==> config.mk <==
export PLATFORM = sky130hd
export DESIGN_NAME = fir_mac_sequencer_flat
export DESIGN_NICKNAME = d
export VERILOG_FILES = /design/src/rtl/fir_mac_sequencer_if.sv /design/src/rtl/fir_mac_sequencer.sv /design/src/flat_wrapper.sv
export SDC_FILE = /design/constraint.sdc
export NUM_CORES = 1
export LEC_CHECK = 0
export CAP_MARGIN = 5
export CORE_ASPECT_RATIO = 0.5
export CORE_MARGIN = 10
export CORE_UTILIZATION = 56
export CTS_CLUSTER_DIAMETER = 30
export DETAILED_ROUTE_END_ITERATION = 7
export MAX_ROUTING_LAYER = met4
export PLACE_DENSITY = 0.76
export SYNTH_ARGS = -nofsm -noshare
export SYNTH_HDL_FRONTEND = slang
export SYNTH_SLANG_ARGS = --single-unit
==> constraint.sdc <==
create_clock -name clk -period 9.2 [get_ports clk]
set_clock_uncertainty 0.15 [all_clocks]
set_input_delay 0.92 -clock clk [delete_from_list [all_inputs] [get_ports clk]]
set_output_delay 0.92 -clock clk [all_outputs]
set_load 0.03 [all_outputs]
==> src/rtl/fir_mac_sequencer_if.sv <==
// Handshake, coefficient-load and result bus for the time-multiplexed FIR.
// The producer/consumer side uses master; the FIR block itself uses slave.
interface fir_mac_sequencer_if #(
  parameter int TAPS = 8,
  parameter int DW   = 8,
  parameter int CW   = 8,
  parameter int OW   = 16
);
  localparam int KW = $clog2(TAPS);

  logic                 in_valid;
  logic                 in_ready;
  logic signed [DW-1:0] in_data;
  logic                 coef_we;
  logic [KW-1:0]        coef_addr;
  logic signed [CW-1:0] coef_data;
  logic                 out_valid;
  logic signed [OW-1:0] out_data;
  logic                 busy;

  modport master (
    output in_valid, in_data, coef_we, coef_addr, coef_data,
    input  in_ready, out_valid, out_data, busy
  );

  modport slave (
    input  in_valid, in_data, coef_we, coef_addr, coef_data,
    output in_ready, out_valid, out_data, busy
  );
endinterface

==> src/rtl/fir_mac_sequencer.sv <==
// N-tap signed FIR built around one multiply-accumulate step per clock.
// Samples enter a circular delay line; each result is saturated to OW bits.
module fir_mac_sequencer #(
  parameter int TAPS  = 8,
  parameter int DW    = 8,
  parameter int CW    = 8,
  parameter int OW    = 16,
  parameter int SHIFT = 0
) (
  input  logic             clk,
  input  logic             rst_n,
  fir_mac_sequencer_if.slave bus
);
  localparam int KW = $clog2(TAPS);
  localparam int PW = DW + CW;
  localparam int AW = PW + KW;
  localparam int SW = (AW > OW) ? AW : OW + 1;

  localparam logic [KW-1:0]        K_LAST  = KW'(TAPS - 1);
  localparam logic signed [SW-1:0] SAT_MAX = {{(SW-OW+1){1'b0}}, {(OW-1){1'b1}}};
  localparam logic signed [SW-1:0] SAT_MIN = {{(SW-OW+1){1'b1}}, {(OW-1){1'b0}}};

  typedef enum logic {IDLE, MAC} state_t;

  state_t               state;
  logic signed [DW-1:0] delay_line [TAPS];
  logic signed [CW-1:0] coef       [TAPS];
  logic [KW-1:0]        wp;
  logic [KW-1:0]        newest;
  logic [KW-1:0]        k;
  logic signed [AW-1:0] acc;
  logic                 in_ready_q;
  logic                 busy_q;
  logic                 out_valid_q;
  logic signed [OW-1:0] out_data_q;

  logic                 accept;
  logic [KW-1:0]        rd_idx;
  logic signed [PW-1:0] product;
  logic signed [AW-1:0] acc_next;
  logic signed [AW-1:0] acc_shifted;
  logic signed [SW-1:0] acc_wide;
  logic signed [OW-1:0] sat_result;

  assign accept = bus.in_valid & in_ready_q;

  // TAPS is a power of two, so the KW-bit subtraction wraps modulo TAPS.
  assign rd_idx      = newest - k;
  assign product     = delay_line[rd_idx] * coef[k];
  assign acc_next    = acc + {{KW{product[PW-1]}}, product};
  assign acc_shifted = acc_next >>> SHIFT;
  assign acc_wide    = SW'(acc_shifted);

  always_comb begin
    sat_result = acc_wide[OW-1:0];
    if (acc_wide > SAT_MAX) begin
      sat_result = {1'b0, {(OW-1){1'b1}}};
    end else if (acc_wide < SAT_MIN) begin
      sat_result = {1'b1, {(OW-1){1'b0}}};
    end
  end

  // Control, delay line, coefficient file and result register share one process
  // so an asynchronous reset clears everything together, mid-computation included.
  always_ff @(posedge clk or negedge rst_n) begin
    if (!rst_n) begin
      state       <= IDLE;
      in_ready_q  <= 1'b1;
      busy_q      <= 1'b0;
      out_valid_q <= 1'b0;
      out_data_q  <= '0;
      wp          <= '0;
      newest      <= '0;
      k           <= '0;
      acc         <= '0;
      for (int i = 0; i < TAPS; i++) begin
        delay_line[i] <= '0;
        coef[i]       <= '0;
      end
    end else begin
      out_valid_q <= 1'b0;
      case (state)
        IDLE: begin
          if (bus.coef_we) begin
            coef[bus.coef_addr] <= bus.coef_data;
          end
          if (accept) begin
            delay_line[wp] <= bus.in_data;
            newest         <= wp;
            wp             <= wp + 1'b1;
            acc            <= '0;
            k              <= '0;
            state          <= MAC;
            in_ready_q     <= 1'b0;
            busy_q         <= 1'b1;
          end
        end
        MAC: begin
          acc <= acc_next;
          k   <= k + 1'b1;
          if (k == K_LAST) begin
            out_data_q  <= sat_result;
            out_valid_q <= 1'b1;
            state       <= IDLE;
            in_ready_q  <= 1'b1;
            busy_q      <= 1'b0;
          end
        end
        default: state <= IDLE;
      endcase
    end
  end

  assign bus.in_ready  = in_ready_q;
  assign bus.busy      = busy_q;
  assign bus.out_valid = out_valid_q;
  assign bus.out_data  = out_data_q;
endmodule

==> src/flat_wrapper.sv <==
// flat-port wrapper written by rule: the top's interface ports become plain ports
module fir_mac_sequencer_flat 
#(
  parameter int TAPS  = 8,
  parameter int DW    = 8,
  parameter int CW    = 8,
  parameter int OW    = 16,
  parameter int SHIFT = 0
)
  (clk, rst_n, bus_in_valid, bus_in_data, bus_coef_we, bus_coef_addr, bus_coef_data, bus_in_ready, bus_out_valid, bus_out_data, bus_busy);
  fir_mac_sequencer_if #(.TAPS(TAPS), .DW(DW), .CW(CW), .OW(OW)) bus_i ();
  input  logic clk;
  input  logic rst_n;
  input wire logic [$bits(bus_i.in_valid)-1:0] bus_in_valid;
  input wire logic [$bits(bus_i.in_data)-1:0] bus_in_data;
  input wire logic [$bits(bus_i.coef_we)-1:0] bus_coef_we;
  input wire logic [$bits(bus_i.coef_addr)-1:0] bus_coef_addr;
  input wire logic [$bits(bus_i.coef_data)-1:0] bus_coef_data;
  output wire logic [$bits(bus_i.in_ready)-1:0] bus_in_ready;
  output wire logic [$bits(bus_i.out_valid)-1:0] bus_out_valid;
  output wire logic [$bits(bus_i.out_data)-1:0] bus_out_data;
  output wire logic [$bits(bus_i.busy)-1:0] bus_busy;
  assign bus_i.in_valid = bus_in_valid;
  assign bus_i.in_data = bus_in_data;
  assign bus_i.coef_we = bus_coef_we;
  assign bus_i.coef_addr = bus_coef_addr;
  assign bus_i.coef_data = bus_coef_data;
  assign bus_in_ready = bus_i.in_ready;
  assign bus_out_valid = bus_i.out_valid;
  assign bus_out_data = bus_i.out_data;
  assign bus_busy = bus_i.busy;
  fir_mac_sequencer #(.TAPS(TAPS), .DW(DW), .CW(CW), .OW(OW), .SHIFT(SHIFT)) u_core (.clk(clk), .rst_n(rst_n), .bus(bus_i));
endmodule
* Word-level counts from Yosys, hierarchy flattened *
Cells that the tools add are included.
W data, S select, Z words.

cells by class
  $add $sub $neg = 4
  multipliers = 1
  magnitude comparators = 8
  eq/ne operators = 3
  multiplexer cells = 29
  bitwise gates (word level) = 6
  reductions and logical operators = 6

operators by type and width
  kind                    number
  $bwmux W64              2
  $bmux W8 S3             2
  $demux W8 S3            2
  $mux W8                 6
  $pmux W19 S2            1
  $mux W16                2
  $add A19 B19 Y19        1
  $gt A19 B16 Y1 const B  1
  $lt A19 B16 Y1 const B  1
  $mux W19                1
  $ge A4 B4 Y1 const B    4
  $mul A8 B8 Y16          1
  $not A3 Y4              4
  $lt A4 B1 Y1 const B    2
  $mux W1                 8
  $reduce_and A2 Y1       4
  $add A3 B1 Y3 const B   2
  $pmux W1 S2             3
  $pmux W3 S2             1
  $eq A3 B3 Y1 const B    1
  $mux W3                 1
  $sub A3 B3 Y3           1
  $logic_and A1 B1 Y1     2
  $ne A2 B1 Y1 const B    1
  3 further kinds         3

storage, ports and cells
  bits in registers = 176
  input port bits = 23
  output and inout bits = 19
  logic and storage cells = 82

* Longest topological paths before layout *
Gate-level depths: netlist of the first run.

  word-level depth = 10
  gate-level depth with buffers = 37
  depth with buffers taken out = 35

* Worst setup path after synthesis of the first run *
Ideal clock, no wire load.

  path type = reg-to-reg
  from = register u_core.k[1]
  to = register u_core.out_data_q[10], in the netlist u_core.bus.out_data[10]
  library setup time = 0.121 ns
  data arrival time = 8.735 ns
  required time = 8.929 ns
  path slack = 0.194 ns
  cell stages (with the launch flop) = 34
  path buffers = 4
  clock period less this slack = 9.006 ns
  cell sequence = dfrtp_1 -> clkbuf_1 -> buf_1 -> inv_1 -> fa_1 -> xor2_1 -> xnor2_1 -> buf_2 -> mux4_2 -> mux2i_1 -> nand2_1 -> fa_1 -> fa_1 -> inv_1 -> fa_1 -> fa_1 -> ha_1 -> o21ai_0 -> a21boi_0 -> o21ai_0 -> a21boi_0 -> o21ai_0 -> nor2b_1 -> xnor2_1 -> ha_1 -> a21o_1 -> a2111o_1 -> a211oi_2 -> o31ai_2 -> xnor2_1 -> or3_1 -> a21oi_4 -> buf_6 -> a21oi_1

between the ends
  cells in the longest elaborated chain, start to end = 10
  elaborated cells between the ends (all ways) = 17
  those cells by class = add/sub: 2; mul: 1; order compare: 2; eq/ne: 1; mux: 8; bitwise: 2; reduce/logical: 1

RTL lines
  what                                         RTL line                  source
  from (decl)                                  fir_mac_sequencer.sv:30   logic [KW-1:0] k;
  from (signal assigned)                       fir_mac_sequencer.sv:100  k <= k + 1'b1;
  $sub A3 B3 Y3                                fir_mac_sequencer.sv:48   assign rd_idx = newest - k;
  $not A3 Y4 (implied by the code)             fir_mac_sequencer.sv:49   assign product = delay_line[rd_idx] * coef[k];
  $bmux W8 S3                                  fir_mac_sequencer.sv:49
  $mux W8 (implied by the code) (2 in series)  fir_mac_sequencer.sv:49
  $mul A8 B8 Y16                               fir_mac_sequencer.sv:49
  $add A19 B19 Y19                             fir_mac_sequencer.sv:50   assign acc_next = acc + {{KW{product[PW-1]}}, product};
  $lt A19 B16 Y1                               fir_mac_sequencer.sv:58   end else if (acc_wide < SAT_MIN) begin
  $mux W16                                     fir_mac_sequencer.sv:58
  $mux W16                                     fir_mac_sequencer.sv:56   if (acc_wide > SAT_MAX) begin
  to (signal assigned)                         fir_mac_sequencer.sv:102  out_data_q <= sat_result;
  to (decl)                                    fir_mac_sequencer.sv:35   logic signed [OW-1:0] out_data_q;

Parallel ways exist; a longest one is shown, timed or not. The select of a mux whose other input is x is not followed.
A chain may end at the register's enable or synchronous reset.

* Worst setup path in the final report of the first run *
  from = register u_core.newest[0]
  to = register u_core.out_data_q[0], in the netlist u_core.bus.out_data[0]

between the ends
  cells in the longest elaborated chain, start to end = 10
  elaborated cells between the ends (all ways) = 11
  those cells by class = add/sub: 2; mul: 1; order compare: 2; mux: 5; bitwise: 1

RTL lines
  what                                             RTL line                 source
  from (decl)                                      fir_mac_sequencer.sv:29  logic [KW-1:0] newest;
  from (signal assigned)                           fir_mac_sequencer.sv:89  newest <= wp;
  $sub A3 B3 Y3 (*)                                fir_mac_sequencer.sv:48
  $not A3 Y4 (implied by the code) (*)             fir_mac_sequencer.sv:49
  $bmux W8 S3 (*)                                  fir_mac_sequencer.sv:49
  $mux W8 (implied by the code) (*) (2 in series)  fir_mac_sequencer.sv:49
  $mul A8 B8 Y16 (*)                               fir_mac_sequencer.sv:49
  $add A19 B19 Y19 (*)                             fir_mac_sequencer.sv:50
  $lt A19 B16 Y1                                   fir_mac_sequencer.sv:58
  $mux W16                                         fir_mac_sequencer.sv:58
  $mux W16 (*)                                     fir_mac_sequencer.sv:56

Every way passes the cells marked *; elsewhere a longest branch is shown, timed or not. The select of a mux whose other input is x is not followed.

==> results.ini, run 1 <==
[logic_synthesis]
synth_fp_nets=1041
synth_fa_ha_area_share_pct=16.3
ys_seq_area_share_pct=40.3
synthXorXnorAreaFrac_pct=2.86
synth_edf_count=0
syn-cell-area_um2=10900
avgSynthCellArea_um2=12.0
yosys.area_share.simple_pct=8.43
yosys_warnings=0
muxShareOfSynthArea_pct=21.2
synth_async_sr_flop_share_pct=100
yosys_most_used_dff=dfrtp_1
ys_ff_latch=176
synth_top_family_by_area=multiplexers
yosys.cell_types.count=55
synth_compound_area_share_pct=6.80
syn_inst=910

[hold_path]
min_path_type=register to register

[place]
place_congestion=0.888
dp_hpwl_um=16900
io_buffer_count=41

[timing]
setup_tns_ns=0
rsz0062_at_grt=no
max_freq_ghz=0.116
hold_violations=0
fin_crit_sh_pct=94.1
period_needed_ns=8.65
worstMarginPinSlew_ns=1.07
relSlewSlack_pct=28.2
drv_slew=0
setup_viol=0

[flow_run]
maxCapViolations=0

[floorplan]
io_pins=42
num_rows=36
initial_core_util_pct=56.6
die-width_um=218
core_area_um2=19300
dieArea_um2=25900
fp.dieH_um=119

[cts]
clk_pin_slew_ns=0.07
htree_num_levels=4
cts_root_buffer=clkbuf_16
tritoncts=built
clk_latency_ns=0.44
cts_hold_buf=0
cts-buffers-inserted=17
clockBufferDepth=2
clock-sinks=176

[detailed_routing]
num_vias=7134
vias_per_cell=5.73
drc_errors=0
drt-initial-drc-count=497
antenna_left=0
avgRoutedWirePerCell_um=18.7
dr.pass1.iters=5
wl_um=23300

[worst_setup_path]
worst_path_largest_cell_delay_ns=0.58
worst_path_max_delay_cell=fa_1
arrival_ns=8.82
worstSetupEndpointType=register
path_max_fanout=14
start_kind=register
worstPathRequired_ns=9.36
crit_type=register to register

[finish]
syn_to_final_growth_pct=12.7
drive_gt1_share_pct=24.8
fin_nets=1096
diodes=0

[global_route]
grt_pass1_vias=7492
antenna_found_initial=0
grtUsageTotal_pct=19.3
grt_max_degree=107
grt_pass1_wl_um=38800
grt_overflow_total=0

[run_status]
status=finished, final reports clean

-- path summary, 6_finish.rpt --
kind	slack, ns	end	from	depth (start not counted)
setup reg to reg	0.55	u_core.bus.out_data[0]	u_core.newest[0]	32
setup / recovery	0.55	u_core.bus.out_data[0]	u_core.newest[0]	32
min in group asynchronous	0.42	u_core.acc[15]	rst_n	1
hold / removal	0.33	u_core.bus.busy	u_core.bus.busy	2
max in group asynchronous	7.01	u_core.coef[6]	rst_n	2
hold reg to reg	0.33	u_core.bus.busy	u_core.bus.busy	2
-- per-layer routing --
metal	global-route usage, %	wire (µm)	up-vias
met3	5.15	1460	30
li1	-	-	3275
met2	29.1	10700	181
met4	5.95	410	0
met1	25.3	10700	3648
met5	-	0	-
-- flip-flops by register name, summed over array words and instances (netlist names) --
signal                cells
u_core.acc               19
u_core.coef              64
u_core.bus.out_data      16
u_core.wp                 3
u_core.newest             3
u_core.bus.in_ready       1
u_core.k                  3
u_core.bus.busy           1
u_core.delay_line        64
u_core.state              1
u_core.bus.out_valid      1
-- logic make-up (layout without fill, tap and decap cells) --
kind of cell,Yosys count,in the layout
AND/OR/NAND/NOR,197,197
multiplexers,176,176
flip-flops,176,176
buffers and inverters,110,178
AO/OA/AOI/OAI,109,109
adder cells (fa/ha/maj),108,108
XOR/XNOR,34,34
-- through the flow --
step	utilization [%]	instance area, µm²	std cells	setup WS (ns)	hold slack (ns)
floorplan	-	10900	910	0.194	0.306
global placement	60.5	11700	1210	0.333	0.313
detailed placement	60.5	11700	1210	0.187	0.326
CTS	63.5	12300	1242	0.140	0.333
global route	63.8	12300	1244	0.00349	0.365
finish	63.8	12300	1244	0.546	0.335
-- final cells by class --
class,instances,area [µm²]
clock buffers,17,425
clock inverters,15,154
fillers,1444,6990
inverters,86,323
multi-input cells,624,6120
flip-flops and latches,176,4410
well taps,266,333
repair buffers,60,567
-- critical path, delay by kind of cell (launching register included) --
kind	cells	cell delay, ns
DFF	1	0.36
and+or+nand+nor	5	0.72
buffers and inverters	6	0.51
muxes	2	0.63
AOI/OAI and AO/OA	7	1.69
adders and majority gates	8	3.39
xor gates and xnor gates	4	1.07
-- cells in the final DEF, fill, tap and decap left out, types with 5 or more instances in the layout --
cell type and n:
dfrtp_1 175, mux2_2 128, inv_1 84, nor2_1 78, fa_1 58, ha_1 50
nand2_1 49, clkdlybuf4s50_1 40, mux4_2 32, a21oi_1 32, xnor2_1 26, o21ai_0 20
buf_4 18, a22o_1 17, clkbuf_16 17, or2_2 15, mux2i_1 13, nor3_1 10
nand3_1 10, a21o_1 9, xor2_1 6, and2_1 6, nor2b_1 5, nand3b_1 5
-- cells in the mapped netlist, types with 16 or more instances --
library cell    n  area (µm²)
mux2_2        128        1440
mux4_2         32         721
dfrtp_1       175        4380
a22o_1         17         149
inv_1          84         315
fa_1           58        1160
mux2i_1        16         160
ha_1           50         626
nor2_1         78         293
a21oi_1        33         165
o21ai_0        21         105
xnor2_1        27         236
nand2_1        49         184
-- timing repair --
| action | in CTS | in global routing |
|---|---|---|
| endpoints found under the setup margin | 0 | 17 |
| resized for setup | 0 | 7 |
| setup buffers | 0 | 2 |
| endpoints found under the hold margin | 0 | 0 |
Power of run 1 is left out: the tool's default activity adds up to more than one toggle a clock period on the data nets, which glitch-free logic cannot reach.
==> inputs of run 2 (changes only) <==
- CORE_UTILIZATION: 56 -> 30
- PLACE_DENSITY: 0.76 -> 0.46
- RECOVER_POWER: not set -> 25
==> run 2 against run 1 <==
The run now ends with max-capacitance violations, max-slew violations left. Critical path depth grew 1. First-iteration DRC count decreased by 24%. Setup slack improved by 0.026 ns. Utilization is 29 points lower. Die area rose by 74%. Worst hold slack better by 0.0024 ns. Non-clock buffer count grew 5. Critical endpoint is now u_core.bus.out_data[1].
==> results.ini, run 2 (same netlist as run 1, synthesis figures left out) <==
[finish]
fillers=3554  ; was 1444
final_cell_mix=175 x dfrtp_1, 128 x mux2_2, 84 x inv_1  ; unchanged
fin_nets=1101  ; was 1096
final_common_cell=dfrtp_1  ; unchanged
fin_util_pct=35.1  ; was 63.8%
drive_gt1_share_pct=24.9  ; was 24.8%
syn_to_final_growth_pct=15.3  ; was 12.7%
reg.largest.list=u_core.coef: 64 flops, u_core.delay_line: 64 flops, u_core.acc: 19 flops  ; unchanged

[cts]
clk_pin_slew_ns=0.08  ; was 0.07 ns
clock-sinks=176  ; unchanged
tritoncts=built  ; unchanged
cts-buffers-inserted=17  ; unchanged
clk_latency_ns=0.46  ; was 0.44 ns
htree_num_levels=4  ; unchanged
cts_root_buffer=clkbuf_16  ; unchanged
clockBufferDepth=2  ; unchanged

[worst_setup_path]
startpoint=u_core.newest[0]  ; unchanged
rr_worst_depth=33  ; was 32
r2r-start=u_core.newest[0]  ; unchanged
start_kind=register  ; unchanged
worstPathRequired_ns=9.38  ; was 9.36 ns
r2r_end=u_core.bus.out_data[1]  ; was u_core.bus.out_data[0]
worst_path_max_delay_cell=fa_1  ; unchanged
path_max_fanout=14  ; unchanged
crit_type=register to register  ; unchanged
worstSetupEndpointType=register  ; unchanged
arrival_ns=8.81  ; was 8.82 ns
worst_path_largest_cell_delay_ns=0.56  ; was 0.58 ns
reg2reg_slack_ns=0.57  ; was 0.55 ns

[detailed_routing]
vias_per_cell=4.77  ; was 5.73
drt-initial-drc-count=376  ; was 497
avgRoutedWirePerCell_um=17.6  ; was 18.7 µm
num_vias=7008  ; was 7134
wl_um=25800  ; was 23300 µm
dr.pass1.iters=4  ; was 5
drc_errors=0  ; unchanged
antenna_left=0  ; unchanged

[floorplan]
dieArea_um2=45000  ; was 25900 µm²
io_pins=42  ; unchanged
core_area_um2=35900  ; was 19300 µm²
die-width_um=290  ; was 218 µm
fp.dieH_um=155  ; was 119 µm
num_rows=49  ; was 36
initial_core_util_pct=30.4  ; was 56.6%

[timing]
rsz0062_at_grt=no  ; unchanged
fin_crit_sh_pct=93.8  ; was 94.1%
hold_violations=0  ; unchanged
drv_slew=90  ; was 0
worstMarginPinSlew_ns=5.06  ; was 1.07 ns
period_needed_ns=8.63  ; was 8.65 ns
relSlewSlack_pct=-238  ; was 28.2%
max_freq_ghz=0.116  ; about the same
setup_viol=0  ; unchanged
setup_tns_ns=0  ; unchanged

[global_route]
antenna_found_initial=1  ; was 0
grt_pass1_wl_um=42100  ; was 38800 µm
grt_max_degree=90  ; was 107
grt_overflow_total=0  ; unchanged
grt_pass1_vias=7427  ; was 7492
grtUsageTotal_pct=12.2  ; was 19.3%

[hold_path]
min_path_type=register to register  ; unchanged
worstHoldStart=u_core.bus.busy  ; unchanged
hold_path_depth=2  ; unchanged
min_to=u_core.bus.busy  ; unchanged

[place]
io_buffer_count=41  ; unchanged
place_congestion=0.749  ; was 0.888
dp_hpwl_um=18300  ; was 16900 µm

[run_status]
status=finished, violations left  ; was finished, final reports clean
violations=max-capacitance violations, max-slew violations

[flow_run]
maxCapViolations=1  ; was 0

[run 2: changes by cell type in the layout (fill, tap and decap cells not counted), sizes merged]
| cell | change |
|---|---|
| clkinv | -3 |
| diode | +1 |
| clkdlybuf4s50 | -1 |
| clkbuf | +3 |
| buf | +2 |
| inv | +5 |
| clkinvlp | -2 |
| dlygate4sd3 | +1 |
[run 2: layer usage]
metal  track usage, %  wire length (µm)  vias up
met5                -                 0        -
met4             3.71               314        0
li1                 -                 -     3292
met3             2.64               804       25
met1             15.8             12800     3603
met2             18.9             11800       88
[run 2: per-stage QoR]
step / hold slack [ns] / instance area, µm² / setup WS (ns) / cells
3_5_place_dp: 0.330 / 12000 / 0.364 / 1434
5_1_grt: 0.365 / 12600 / 0.0420 / 1468
4_1_cts: 0.342 / 12600 / 0.338 / 1466
3_3_place_gp: 0.322 / 12000 / 0.474 / 1434
6_report: 0.337 / 12600 / 0.571 / 1468
2_1_floorplan: 0.306 / 10900 / 0.194 / 910
[run 2: cell type report]
class | count | area [µm²] | area share, %
Antenna cell | 1 | 2.50 | 0.0198
Sequential cell | 176 | 4410 | 34.9
Inverter | 86 | 323 | 2.56
Multi-Input combinational cell | 624 | 6120 | 48.5
Clock buffer | 17 | 425 | 3.37
Timing Repair Buffer | 65 | 593 | 4.70
Clock inverter | 15 | 140 | 1.11
Tap cell | 484 | 606 | 4.80
[run 2: critical path: cells and delay by family, from the launching register on]
family / cells / cell delay [ns]
adder cells (fa/ha/maj): 8 / 3.17
XOR/XNOR: 4 / 1.02
flip-flops: 1 / 0.36
buffers and inverters: 7 / 0.68
AND/OR/NAND/NOR: 4 / 0.87
AO/OA/AOI/OAI: 8 / 1.98
multiplexers: 2 / 0.27
[run 2: how the worst max path moves through the flow]
| stage | end | cells past startpoint | slack (ns) |
|---|---|---|---|
| finish | u_core.bus.out_data[1] | 33 | 0.57 |
| global route | u_core.bus.out_data[0] | 35 | 0.04 |
| CTS | u_core.bus.out_data[1] | 33 | 0.34 |
| detailed placement | u_core.bus.out_data[3] | 33 | 0.36 |
| global placement | u_core.bus.out_data[1] | 33 | 0.47 |
| floorplan | u_core.bus.out_data[10] | 33 | 0.19 |
[run 2: repair_timing]
item,4_1_cts,5_1_grt
gates resized for setup,0,4
hold buffers,0,0
buffers inserted,0,1
endpoints found under the setup margin,0,15
Power of run 2 is left out for the same reason.
